<file path="src/rtl/lfsr_galois.sv">
// Galois LFSR with synchronous reload and single-step enable.
module lfsr_galois #(
  parameter int unsigned       WIDTH = 32,
  parameter logic [WIDTH-1:0]  POLY  = '1,
  parameter logic [WIDTH-1:0]  SEED  = '1
) (
  input  logic             clk,
  input  logic             rst,
  input  logic             load,
  input  logic             step,
  output logic [WIDTH-1:0] value
);

  // Reload wins over step so a phase restart always begins at SEED
  always_ff @(posedge clk or posedge rst) begin
    if (rst)       value <= SEED;
    else if (load) value <= SEED;
    else if (step) value <= {1'b0, value[WIDTH-1:1]} ^ (value[0] ? POLY : '0);
  end

endmodule

</file>
<file path="config.mk">
export PLATFORM = sky130hd
export DESIGN_NAME = lfsr_galois
export DESIGN_NICKNAME = d
export VERILOG_FILES = /design/src/rtl/lfsr_galois.sv
export SDC_FILE = /design/constraint.sdc
export NUM_CORES = 1
export LEC_CHECK = 0
export CORE_MARGIN = 4
export CORE_UTILIZATION = 28
export DETAILED_ROUTE_END_ITERATION = 8
export PLACE_DENSITY = 0.47
export SLEW_MARGIN = 0
export SYNTH_ARGS = -nofsm -noshare
export SYNTH_HDL_FRONTEND = slang
export SYNTH_SLANG_ARGS = --single-unit
</file>
<file path="constraint.sdc">
create_clock -name clk -period 1.15 [get_ports clk]
set_input_delay 0.23 -clock clk [delete_from_list [all_inputs] [get_ports clk]]
set_output_delay 0.23 -clock clk [all_outputs]
set_load 0.02 [all_outputs]
</file>
Word level (Yosys, flattened, before mapping)
Index checks and enable logic that the tools add are counted.

cells by class
  muxes and demuxes = 3
  bitwise logic cells = 1
  reductions and logical operators = 1

operator list
  operator                       number
  two-way mux 32 bit             3
  bitwise XOR 31 x 32 -> 32 bit  1
  nonzero test 2 bit             1

word-level totals
  register bits = 32
  input bits = 4
  output and inout port bits = 32

Longest topological paths before layout
  depth in word-level cells = 4
  depth in mapped cells = 4
  gate-level depth less buffers = 2

Worst setup path after synthesis
No wires, ideal clock.

  path kind = register to register
  start = register value[0]
  end = register value[28]
  library setup time = 0.083 ns
  arrival = 1.067 ns
  data required time = 1.067 ns
  path slack = -0.001 ns
  stages on the path, launching flop included = 5
  path buffers = 2
  cells stage by stage = dfstp_2 > buf_6 > buf_12 > xnor2_1 > a21oi_2

on the way
  word-level cells in the longest chain between the ends = 4

RTL lines
  element                        line  RTL
  start, declared                11    output logic [WIDTH-1:0] value
  start signal, assigned         18    else if (step) value <= {1'b0, value[WIDTH-1:1]} ^ (value[0] ? POLY : '0);
  two-way mux 32 bit             18
  bitwise XOR 31 x 32 -> 32 bit  18
  two-way mux 32 bit             18
  two-way mux 32 bit             17    else if (load) value <= SEED;

No other way between the ends. The select of a mux whose other input is x is not followed.
A chain may end at the register's enable or synchronous reset.

Worst setup path in the final report
  start = register value[0]
  end = register value[0]

The elaborated chain is that of the path after synthesis.

==> results list <==
- The floorplan step set the die width to 85.8 um.
- Data required time of the worst path: 1.35 ns
* Number of enable-type register cells in the synthesized netlist: 0
- Clock tree sinks: 32
- Global-route wire length before repair: 6.91 mm
- Critical Path AT: 1.40 ns
- Ratio of routed vias to standard cells: 4.47
- Vias after detailed routing: 1324
- Yosys instantiated no cell more often than dfstp_2.
* Clock root buffer: clkbuf_8
- Net total in the final layout: 224
- Mapped Area: 1700 sq um
* First DRT Iteration DRCs: 43
- Setup violations remaining at the end of the flow were counted as 51.
- The checks that failed: negative setup slack.
* Leading post-synthesis cells by instance count: dfstp_2 (32), nor3_1 (30), xnor2_1 (30), a21oi_2 (27), buf_2 (7)
- The number of antenna diodes in the final layout is 0.
- Once routing completed, OpenROAD measured the worst setup slack at -0.0426 ns.
- Once detail routing completed, the nets flagged for antenna violations numbered 0.
- Number of synthesized register bits: 32
- The placed instances occupy a cell area of 2390 sq um.
- Cell at the slowest stage of the critical path: dfstp_2
- Synthesized netlist net count: 148
* Clock transition time at the flip-flop clock pins of the worst setup and hold paths: 0.06 ns
- Via count of the first global-routing pass: 1487
- Starting density of the core: 0.288
* Number of buffers added on ports: 35
- Avg WL per Cell: 13.8 um
- The critical path contains buffers and inverters numbering 2 combined.
- Largest delay contributor family on the critical path: flip-flops
- The final max-slew violation count is 0.
- Critical path capture point type: flop
- In the final layout, the registers with the most flip-flops are value x32.
- In this run the worst path has a maximum fanout of 6.
- The first detailed-routing pass ran for 4 iterations.
* Ordered list of cells on the worst path: buf_6 -> clkbuf_16 -> and3_1 -> o21bai_1
* RSZ-0062 raised after global routing: yes
- Part of the cycle the worst path needs: 1.04
* Max-Cap Viols: 0
- Largest incremental delay on the critical path: 0.56 ns
- For this run, the number of Yosys warnings is 0.
* Worst skew pair latency: 0.28 ns
- For this run, asynchronously set or reset flops after synthesis account for 1.00.
* Final instance area: 2720 sq um
- Die outline area: 7370 sq um
* Register bank with the most flops: value
- Pin count of the biggest net entering global routing: 33
- Worst setup path class: reg -> reg
- Share of post-route cells with drive strength above 1: 0.710
- Total number of placement rows: 28
* Hold Worst Slack: 0.510 ns
- Synthesis produced 144 cells.
- Power spread over the standard cell area amounts to 1390 nW/um^2.
- Slew @ Worst Pin: 0.259 ns
- The congestion estimate from routability-driven global placement came to 0.693.
* Critical path startpoint category: flop
- From synthesis to final layout, the design area changed by 60.1%.
* Die span in y: 85.8 um
* Sequential element share of the synthesized area: 0.496
- Cts-stage hold buffer count: 0
- Type of the worst min-delay path: in -> async
- Peak ir drop on the vdd network: 0.642 mV
* Reported leakage power: 1.09 nW
- Upper clock frequency limit: 0.839 GHz
* All-Layer GR Usage: 0.120
* Result of the run: complete, but fails checks
* Area fraction of the dominant cell type after synthesis: 0.496
- Number of hold-slack violations in the final timing report: 0
* Main area contributors after synthesis: dfstp_2 (50%), xnor2_1 (15%), a21oi_2 (14%)
- Clock H-tree levels: 2
- Worst slew margin relative to its limit: 0.827
- For this design the top-level I/O count stands at 36.
- Number of antenna violations at the first check in global routing: 0
* Number of buffers created by CTS: 5
- In this run the standard cell core region covers 5890 sq um.
* Wirelength, routed: 4.10 mm
* Total DRC errors in the routed layout: 0
- Most area-hungry cell type in the Yosys netlist: dfstp_2
- Mean instance size in the synthesized netlist: 11.8 sq um
* Number of library cell types mapped by synthesis: 15
* Clock tree buffer depth: 2
* Max Clock Skew: 0.00254 ns
* TritonCTS clock tree: done
- The register with the most flip-flops in the layout has 32 of them.
- Dominant synthesized flop cell: dfstp_2
* Minimum clock period after layout: 1.19 ns
- Global-route congestion overflow total: 0
* Post-detailed-placement half-perimeter wirelength: 2.60 mm
- Worst setup slack before clock tree synthesis: -0.266 ns
worst min-delay path: cells and delay by family:
family   cells  cell delay [ns]
buf+inv      3             0.70
routing by layer:
layer  global-route usage  share of wire  wire [um]
met5                    0              0          0
met4               0.0374          0.010         43
met3               0.0355          0.048        196
met2                0.215           0.52       2140
met1                0.138           0.42       1720
area by class of cell:
| type | count | area (sq um) |
|---|---|---|
| multi-input cells | 96 | 818 |
| fillers | 553 | 3170 |
| flip-flops and latches | 32 | 841 |
| well taps | 75 | 93.8 |
| inverters | 1 | 3.75 |
| clock buffers | 8 | 90.1 |
| repair buffers | 84 | 870 |
stage by stage:
stage               power, mW   util  instances  setup TNS [ns]
detailed placement       2.70  0.405        282          -13.86
CTS                      3.71  0.438        295           -1.73
global route             4.00  0.462        296           -2.94
floorplan                2.17      -        144        -0.00697
global placement         2.68  0.405        282          -14.07
finish                   3.78  0.462        296          -0.570
worst paths after layout:
path / start / end / slack, ns / depth (start not counted)
max: value[0] / value[0] / -0.04 / 4
max reg2reg: value[0] / value[0] / -0.04 / 4
min in group clk: value[30] / value[29] / 0.69 / 3
min reg2reg: value[30] / value[29] / 0.69 / 3
max in group asynchronous: rst / value[6] / 0.61 / 3
min: rst / value[25] / 0.51 / 3
layout by cell type, fill, tap and decap left out:
cell              n
clkdlybuf4s50_1   3
buf_4            40
dfstp_2          32
buf_6            33
a21oi_1           4
inv_1             1
nor3_1           29
nor2b_4           1
xnor2_1          21
nor2b_1           1
and3_1            1
buf_16            1
xnor2_2           6
a21oi_2          27
buf_8             1
clkbuf_8          6
clkbuf_16         1
o21bai_1          1
xnor2_4           3
a211o_1           1
nor3_2            1
clkbuf_1          2
buf_12            5
cells by family (layout without fill, tap and decap cells):
group / after synthesis / in the layout / share of synthesized area
AO/OA/AOI/OAI: 33 / 33 / 0.161
AND/OR/NAND/NOR: 33 / 33 / 0.104
flip-flops: 32 / 32 / 0.496
XOR/XNOR: 30 / 30 / 0.155
buffers and inverters: 16 / 93 / 0.0848
power breakdown:
group	leakage, nW	internal, mW	switching, mW
Combinational	0.705	0.805	0.658
Clock	0.0455	0.488	0.388
Sequential	0.337	1.35	0.0963
Total	1.09	2.64	1.14
what timing repair did:
action | CTS | global route
pin swaps | 0 | 12
endpoints found under the setup margin | 62 | 63
buffers inserted | 4 | 0
gates resized for setup | 194 | 15
cloned | 1 | 1
Power figures use the tool's default switching activity.
